==> src/rtl/axil_master_param.sv <==
// axil_master_param: parametrised AXI4-Lite master with one transaction outstanding.
//
// Accepts a read or write command on a valid/ready port and runs it on the AXI4-Lite
// channels. It issues AW and W concurrently and returns BRESP/RRESP plus read data on a
// one-cycle response pulse. Every output comes straight from a register.
//
// Optional feature, enabled by defining AXIL_MASTER_TIMEOUT_EN:
//   A watchdog aborts a transaction that has been busy for TIMEOUT_CYC cycles. The abort
//   reports SLVERR with o_rsp_timeout=1.
//
// Ports:
//   clk, rst                 clock, asynchronous active-high reset
//   i_cmd_*/o_cmd_ready      command: valid, write, addr, wdata, wstrb
//   o_rsp_*                  response: valid pulse, rdata, resp, timeout
//   o_m_aw*/i_m_awready      AXI write address channel
//   o_m_w*/i_m_wready        AXI write data channel
//   i_m_b*/o_m_bready        AXI write response channel
//   o_m_ar*/i_m_arready      AXI read address channel
//   i_m_r*/o_m_rready        AXI read data channel
module axil_master_param #(
  parameter int unsigned ADDR_W      = 32,
  parameter int unsigned DATA_W      = 32,
  parameter int unsigned TIMEOUT_CYC = 256
) (
  input  logic                clk,
  input  logic                rst,
  input  logic                i_cmd_valid,
  output logic                o_cmd_ready,
  input  logic                i_cmd_write,
  input  logic [ADDR_W-1:0]   i_cmd_addr,
  input  logic [DATA_W-1:0]   i_cmd_wdata,
  input  logic [DATA_W/8-1:0] i_cmd_wstrb,
  output logic                o_rsp_valid,
  output logic [DATA_W-1:0]   o_rsp_rdata,
  output logic [1:0]          o_rsp_resp,
  output logic                o_rsp_timeout,
  output logic [ADDR_W-1:0]   o_m_awaddr,
  output logic [2:0]          o_m_awprot,
  output logic                o_m_awvalid,
  input  logic                i_m_awready,
  output logic [DATA_W-1:0]   o_m_wdata,
  output logic [DATA_W/8-1:0] o_m_wstrb,
  output logic                o_m_wvalid,
  input  logic                i_m_wready,
  input  logic [1:0]          i_m_bresp,
  input  logic                i_m_bvalid,
  output logic                o_m_bready,
  output logic [ADDR_W-1:0]   o_m_araddr,
  output logic [2:0]          o_m_arprot,
  output logic                o_m_arvalid,
  input  logic                i_m_arready,
  input  logic [DATA_W-1:0]   i_m_rdata,
  input  logic [1:0]          i_m_rresp,
  input  logic                i_m_rvalid,
  output logic                o_m_rready
);

  typedef enum logic [2:0] {StIdle, StWr, StWrB, StRdA, StRdR} state_e;

  state_e r_state, w_state_d;

  logic                r_cmd_ready,   w_cmd_ready_d;
  logic                r_rsp_valid,   w_rsp_valid_d;
  logic [DATA_W-1:0]   r_rsp_rdata,   w_rsp_rdata_d;
  logic [1:0]          r_rsp_resp,    w_rsp_resp_d;
  logic                r_rsp_timeout, w_rsp_timeout_d;
  logic [ADDR_W-1:0]   r_awaddr,      w_awaddr_d;
  logic                r_awvalid,     w_awvalid_d;
  logic [DATA_W-1:0]   r_wdata,       w_wdata_d;
  logic [DATA_W/8-1:0] r_wstrb,       w_wstrb_d;
  logic                r_wvalid,      w_wvalid_d;
  logic                r_bready,      w_bready_d;
  logic [ADDR_W-1:0]   r_araddr,      w_araddr_d;
  logic                r_arvalid,     w_arvalid_d;
  logic                r_rready,      w_rready_d;

  logic w_accept;
  logic w_aw_done;
  logic w_w_done;
  logic w_timeout;

  assign w_accept  = i_cmd_valid && r_cmd_ready;
  // A channel counts as done if its valid already dropped or handshakes this cycle.
  assign w_aw_done = !r_awvalid || i_m_awready;
  assign w_w_done  = !r_wvalid || i_m_wready;

`ifdef AXIL_MASTER_TIMEOUT_EN
  localparam int unsigned          CntW    = $clog2(TIMEOUT_CYC);
  // Counter is 0 in the first busy cycle, so firing at TIMEOUT_CYC-2 puts the
  // abort on the outputs exactly TIMEOUT_CYC cycles after accept.
  localparam logic [CntW-1:0]      CntLast = CntW'(TIMEOUT_CYC - 2);

  logic [CntW-1:0] r_cnt;

  always_ff @(posedge clk or posedge rst) begin
    if (rst) begin
      r_cnt <= '0;
    end else if (w_accept) begin
      r_cnt <= '0;
    end else if (r_state != StIdle) begin
      r_cnt <= r_cnt + CntW'(1);
    end
  end

  assign w_timeout = (r_state != StIdle) && (r_cnt == CntLast);
`else
  logic w_unused_timeout_cfg;
  assign w_unused_timeout_cfg = (TIMEOUT_CYC > 1);
  assign w_timeout = 1'b0;
`endif

  // State register
  always_ff @(posedge clk or posedge rst) begin
    if (rst) begin
      r_state <= StIdle;
    end else begin
      r_state <= w_state_d;
    end
  end

  // Next-state logic
  always_comb begin
    w_state_d = r_state;
    unique case (r_state)
      StIdle:  if (w_accept) w_state_d = i_cmd_write ? StWr : StRdA;
      StWr:    if (w_aw_done && w_w_done) w_state_d = StWrB;
      StWrB:   if (i_m_bvalid && r_bready) w_state_d = StIdle;
      StRdA:   if (r_arvalid && i_m_arready) w_state_d = StRdR;
      StRdR:   if (i_m_rvalid && r_rready) w_state_d = StIdle;
      default: w_state_d = StIdle;
    endcase
    if (w_timeout) w_state_d = StIdle;
  end

  // Next values of the registered outputs
  always_comb begin
    w_cmd_ready_d   = r_cmd_ready;
    w_rsp_valid_d   = 1'b0;
    w_rsp_rdata_d   = r_rsp_rdata;
    w_rsp_resp_d    = r_rsp_resp;
    w_rsp_timeout_d = 1'b0;
    w_awaddr_d      = r_awaddr;
    w_awvalid_d     = r_awvalid;
    w_wdata_d       = r_wdata;
    w_wstrb_d       = r_wstrb;
    w_wvalid_d      = r_wvalid;
    w_bready_d      = r_bready;
    w_araddr_d      = r_araddr;
    w_arvalid_d     = r_arvalid;
    w_rready_d      = r_rready;

    unique case (r_state)
      StIdle: begin
        if (w_accept) begin
          w_cmd_ready_d = 1'b0;
          if (i_cmd_write) begin
            w_awaddr_d  = i_cmd_addr;
            w_wdata_d   = i_cmd_wdata;
            w_wstrb_d   = i_cmd_wstrb;
            w_awvalid_d = 1'b1;
            w_wvalid_d  = 1'b1;
          end else begin
            w_araddr_d  = i_cmd_addr;
            w_arvalid_d = 1'b1;
          end
        end
      end
      StWr: begin
        if (r_awvalid && i_m_awready) w_awvalid_d = 1'b0;
        if (r_wvalid && i_m_wready)   w_wvalid_d  = 1'b0;
        if (w_aw_done && w_w_done)    w_bready_d  = 1'b1;
      end
      StWrB: begin
        if (i_m_bvalid && r_bready) begin
          w_bready_d    = 1'b0;
          w_rsp_valid_d = 1'b1;
          w_rsp_resp_d  = i_m_bresp;
          w_cmd_ready_d = 1'b1;
        end
      end
      StRdA: begin
        if (r_arvalid && i_m_arready) begin
          w_arvalid_d = 1'b0;
          w_rready_d  = 1'b1;
        end
      end
      StRdR: begin
        if (i_m_rvalid && r_rready) begin
          w_rready_d    = 1'b0;
          w_rsp_valid_d = 1'b1;
          w_rsp_rdata_d = i_m_rdata;
          w_rsp_resp_d  = i_m_rresp;
          w_cmd_ready_d = 1'b1;
        end
      end
      default: ;
    endcase

    // Watchdog abort wins over anything else and drops every handshake signal.
    if (w_timeout) begin
      w_awvalid_d     = 1'b0;
      w_wvalid_d      = 1'b0;
      w_bready_d      = 1'b0;
      w_arvalid_d     = 1'b0;
      w_rready_d      = 1'b0;
      w_rsp_valid_d   = 1'b1;
      w_rsp_timeout_d = 1'b1;
      w_rsp_resp_d    = 2'b10;
      w_rsp_rdata_d   = r_rsp_rdata;
      w_cmd_ready_d   = 1'b1;
    end
  end

  always_ff @(posedge clk or posedge rst) begin
    if (rst) begin
      r_cmd_ready   <= 1'b1;
      r_rsp_valid   <= 1'b0;
      r_rsp_rdata   <= '0;
      r_rsp_resp    <= 2'b00;
      r_rsp_timeout <= 1'b0;
      r_awaddr      <= '0;
      r_awvalid     <= 1'b0;
      r_wdata       <= '0;
      r_wstrb       <= '0;
      r_wvalid      <= 1'b0;
      r_bready      <= 1'b0;
      r_araddr      <= '0;
      r_arvalid     <= 1'b0;
      r_rready      <= 1'b0;
    end else begin
      r_cmd_ready   <= w_cmd_ready_d;
      r_rsp_valid   <= w_rsp_valid_d;
      r_rsp_rdata   <= w_rsp_rdata_d;
      r_rsp_resp    <= w_rsp_resp_d;
      r_rsp_timeout <= w_rsp_timeout_d;
      r_awaddr      <= w_awaddr_d;
      r_awvalid     <= w_awvalid_d;
      r_wdata       <= w_wdata_d;
      r_wstrb       <= w_wstrb_d;
      r_wvalid      <= w_wvalid_d;
      r_bready      <= w_bready_d;
      r_araddr      <= w_araddr_d;
      r_arvalid     <= w_arvalid_d;
      r_rready      <= w_rready_d;
    end
  end

  assign o_cmd_ready   = r_cmd_ready;
  assign o_rsp_valid   = r_rsp_valid;
  assign o_rsp_rdata   = r_rsp_rdata;
  assign o_rsp_resp    = r_rsp_resp;
  assign o_rsp_timeout = r_rsp_timeout;
  assign o_m_awaddr    = r_awaddr;
  assign o_m_awprot    = 3'b000;
  assign o_m_awvalid   = r_awvalid;
  assign o_m_wdata     = r_wdata;
  assign o_m_wstrb     = r_wstrb;
  assign o_m_wvalid    = r_wvalid;
  assign o_m_bready    = r_bready;
  assign o_m_araddr    = r_araddr;
  assign o_m_arprot    = 3'b000;
  assign o_m_arvalid   = r_arvalid;
  assign o_m_rready    = r_rready;

endmodule
==> config.mk <==
export PLATFORM = sky130hd
export DESIGN_NAME = axil_master_param
export DESIGN_NICKNAME = d
export VERILOG_FILES = /design/src/rtl/axil_master_param.sv
export SDC_FILE = /design/constraint.sdc
export NUM_CORES = 1
export LEC_CHECK = 0
export BUFFER_PORTS_ARGS = -buffer_cell sky130_fd_sc_hd__buf_2
export CELL_PAD_IN_SITES_DETAIL_PLACEMENT = 0
export CELL_PAD_IN_SITES_GLOBAL_PLACEMENT = 2
export CORE_ASPECT_RATIO = 0.9
export CORE_MARGIN = 2
export CORE_UTILIZATION = 28
export CTS_CLUSTER_SIZE = 12
export DETAILED_ROUTE_END_ITERATION = 6
export PLACE_DENSITY = 0.81
export SLEW_MARGIN = 30
export SYNTH_ARGS = -nofsm -noshare
export SYNTH_HDL_FRONTEND = slang
export SYNTH_SLANG_ARGS = --single-unit
==> constraint.sdc <==
create_clock -name clk -period 4.5 [get_ports clk]
set_clock_uncertainty 0.05 [all_clocks]
set_input_delay 0.45 -clock clk [delete_from_list [all_inputs] [get_ports clk]]
set_output_delay 0.45 -clock clk [all_outputs]
set_load 0.02 [all_outputs]
Word level (Yosys, flattened, before mapping)
Index checks and enable logic that the tools add are counted.
- word-level logic and storage cells: 90
- output and inout bits: 148
- bits of input ports: 113
- flip-flop bits (word level): 144
- muxes and demuxes: 33
- equality and inequality tests: 13
- reduce and logical (&&, ||, !) cells: 29
- bitwise gates (word level): 1
- operators with widths (operator ; number):
    2-bit inequality test, second input constant ; 9
    1-bit 2-to-1 mux ; 16
    4-bit AND reduction ; 4
    3-bit 2-to-1 mux ; 5
    3-bit case mux with 5 select lines ; 1
    3-bit AND reduction ; 5
    1-bit case mux with 2 select lines ; 6
    2-bit nonzero test ; 5
    1-bit logical AND ; 7
    3-bit by 2-bit equality test with 1-bit output, second input constant ; 2
    2-bit 2-to-1 mux ; 3
    5-bit AND reduction ; 1
    2-bit case mux with 2 select lines ; 1
    3-bit by 1-bit equality test with 1-bit output, second input constant ; 1
    3-bit equality test, second input constant ; 1
    3-bit zero test ; 1
    1-bit case mux with 3 select lines ; 1
    3-bit nonzero test ; 1
    1-bit zero test ; 2
    1-bit logical OR ; 2
    2-bit AND reduction ; 1
    1-bit inverter ; 1

Longest topological paths before layout
- word-level depth: 5
- gate-level depth with buffers: 6
- gate-level depth less buffers: 4

Worst setup path after synthesis
Ideal clock, no wire load.
- path type: flip-flop to flip-flop
- start point: register r_state[0]
- end point: register r_rsp_rdata[0], in the netlist o_rsp_rdata[0]
- data required time: 4.323 ns
- slack: 2.831 ns
- period minus slack after synthesis: 1.669 ns
- setup time: 0.127 ns
- cell stages (with the launch flop): 7
- arrival: 1.492 ns
- cell sequence: dfrtp_1 buf_4 nor3b_4 nor2b_1 buf_6 buf_6 mux2_1
- word-level cells in the longest chain between the ends: 2
- RTL lines (what ; line ; RTL):
    from (decl) ; 60 ; state_e r_state, w_state_d;
    from (signal assigned) ; 115 ; r_state <= StIdle;
    from (signal assigned) ; 117 ; r_state <= w_state_d;
    3-bit equality test ; 152 ; unique case (r_state)
    2-bit AND reduction (no source line) ; - ;
    to (signal assigned) ; 233 ; r_rsp_rdata <= w_rsp_rdata_d;
    to (decl) ; 64 ; logic [DATA_W-1:0] r_rsp_rdata, w_rsp_rdata_d;
Every way passes these cells.
A chain may end at the register's enable or synchronous reset.

Worst setup path after layout
- start point: register r_state[1]
- end point: register r_rsp_resp[0], in the netlist o_rsp_resp[0]
- word-level cells in the longest chain between the ends: 3
- RTL lines (what ; line ; RTL):
    3-bit equality test / 3-bit by 2-bit equality test with 1-bit output (equally long branches) ; 152 ;
    2-bit inequality test (no source line) / 2-bit nonzero test (equally long branches) ; - ;
    3-bit AND reduction (no source line) ; - ;
    to (signal assigned) ; 234 ; r_rsp_resp <= w_rsp_resp_d;
    to (decl) ; 65 ; logic [1:0] r_rsp_resp, w_rsp_resp_d;
Parallel ways exist; a longest one is shown, timed or not.

==> flow_summary.ini <==
[setup_path]
critPathMaxFanout = 34
slowest_delay_ps = 810
path_cells = nor3b_4 -> nor2b_4 -> a41o_4 -> mux2_4
worst_setup_path_start_kind = flop
crit_buf_inv = 0
cp-end-kind = flop
crit_family = simple AND/OR/NAND/NOR gates
crit_type = flop to flop
crit_required_ps = 4740
critPathArrivalTime_ps = 2630
critical-path-slowest-cell = nor2b_4

[drt]
first_pass_iters = 4
post-route-drc-count = 0
routed.top_layer = met4
wl_um = 13790
route.met2.wl_um = 6522
m1WireLength_um = 5996
ant_nets = 0
viasPerCell = 4.142
drtIter0Drc = 109
drt-wirelength-per-cell_um = 15.19
num_vias = 3761
wl_met3_um = 1080

[floorplanning]
die-width_um = 157.3
initial_core_util_pct = 28.52
dieArea_mm2 = 0.02233
dieHeight_um = 142.0
ios = 261
core_region_area_mm2 = 0.02077
rows = 50

[logic_synthesis]
synthDistinctLibCells = 31
syn_inst = 351
synth.yosys.seq_area_share_pct = 60.86
ys_seq_elements = 144
ys_warn_count = 0
synthTopCellsByArea = dfrtp_1, mux2_4, mux2_1
synth_top_cell_by_area = dfrtp_1
syn-mean-instance-area_um2 = 16.88
synth_top_area_share_pct = 60.41
syn_area_mm2 = 0.005923

[clock_network]
cts_tree = built
cts_setup_buffers = 0
cts_buffers = 17
cts-root-buf = clkbuf_16
cts-resized-gates = 0
hold_buffers = 0
htree_levels = 4
clock-sinks = 144
clk_path_buf_depth = 2
clock_latency_ps = 410
clk_pin_slew_ps = 60

[sta]
max_freq_mhz = 419.3
slew_headroom_pct = 38.84
hold_viol_final = 0
setup-violations-final = 0
slew_viol_final = 0
timing.hold.ws_ps = 16.79
grt_setup_unrepaired = false
tightest_slew_ps = 915.5
min_period_ps = 2385
min_period_over_period_pct = 53.00
fin_setup_tns_ps = 0

[global_routing]
grt_pass1_vias = 3981
antenna_found_initial = 0
overflow = 0
grt_pass1_wl_um = 21600
grt_usage_pct = 12.50
grt_max_degree = 57

[placement]
place_congestion = 0.7754
io_buffers = 253
dp_hpwl_um = 10100

[cells_and_area]
multiInputGateArea_mm2 = 0.002113
nNetsFinal = 723
synthToLayoutAreaGrowth_pct = 36.84
utilization_pct = 39.02
seq_area_mm2 = 0.003605
drive_above_1_share_pct = 63.99
nFillCells = 1997
n_antenna_cell = 0

[status]
status = complete, no violations

[hold_path]
hp-class = primary input to async pin

[pwr]
static-leakage-power_nw = 4.835
vdd_drop_max_uv = 217.4
power.density_mw_per_mm2 = 372.7

[flow_run]
cap_violations = 0
## report_power, final
| part | switching (W) | leakage (nW) | internal (W) |
|---|---|---|---|
| Clock | 0.000561 | 0.334 | 0.00107 |
| Sequential | 0 | 2.00 | 0.00129 |
| Combinational | 0.0000527 | 2.50 | 0.0000385 |
| Total | 0.000614 | 4.83 | 0.00241 |
## cell usage after synthesis (all sizes together)
cell type / number
dfrtp: 143
mux2: 137
buf: 24
nand2: 10
inv: 5
o21ai: 5
nand3: 3
nor2: 3
nor2b: 3
a21o: 2
a21oi: 2
nor3b: 2
a2111oi: 1
a211oi: 1
a41o: 1
and3: 1
and3b: 1
conb: 1
dfstp: 1
nand4: 1
nor3: 1
nor4: 1
o21a: 1
or4: 1
## layout make-up
type | count | share of cell area, %
clock inverter | 12 | 2.825
tap | 286 | 4.415
inverter | 5 | 0.2933
multi-input combinational | 184 | 26.07
timing repair buffer | 258 | 16.33
sequential | 144 | 44.47
clock buffer | 19 | 5.588
## logic make-up after synthesis
kind of cell    Yosys count  share of synthesized area (%)
flops                   144                          60.86
mux                     137                          30.48
buf+inv                  29                          4.119
simple gates             27                          2.873
other cells               1                        0.06331
compound gates           13                          1.605
## worst reg2reg max path: stages, from the launching register on
cell and delay, ps:
dfrtp_1 530, nor3b_4 330, nor2b_4 810, a41o_4 250, mux2_4 300
## metrics by stage
step / setup slack [ps] / std cells / total power (W) / cell area [um^2]
final: 2115 / 908 / 0.003021 / 8105
after global routing: 1954 / 908 / 0.003142 / 8105
after CTS: 2083 / 908 / 0.003075 / 8105
after detailed placement: 2107 / 877 / 0.001413 / 7423
after global placement: 1924 / 876 / 0.001410 / 7387
after floorplan: 135.4 / 357 / 0.001351 / 5946
## layout by cell type, fill, tap and decap left out, types with 3 or more instances in the layout
cell type and instances:
buf_2 253, buf_4 4, bufinv_16 6, clkbuf_16 17, conb_1 7, dfrtp_1 143
inv_1 4, inv_6 4, mux2_1 37, mux2_2 30, mux2_4 70, nand2_1 9
nand3_1 3, o21ai_0 3
## state kept, by name, summed over array words and instances, names as in the netlist, 2 cells and up
name and count:
o_m_araddr 32, o_m_awaddr 32, o_m_wdata 32, o_rsp_rdata 32
o_m_wstrb 4, r_state 3, o_rsp_resp 2
## layer usage
layer	global-route usage, %	vias up
li1	-	1731
met1	15.54	1846
met2	20.41	170
met3	4.141	14
met4	4.306	0
met5	0	-
## final timing paths
check / from / to / slack [ps] / cells after the start
min in group clk: i_m_rdata[3] / o_rsp_rdata[3] / 200 / 2
min: rst / o_rsp_rdata[26] / 20 / 2
max: r_state[1] / o_rsp_resp[0] / 2110 / 4
min reg2reg: o_rsp_rdata[22] / o_rsp_rdata[22] / 430 / 1
max in group asynchronous: rst / o_m_araddr[10] / 3380 / 3
max reg2reg: r_state[1] / o_rsp_resp[0] / 2110 / 4
Note: power is estimated with default switching activity, not from simulation.
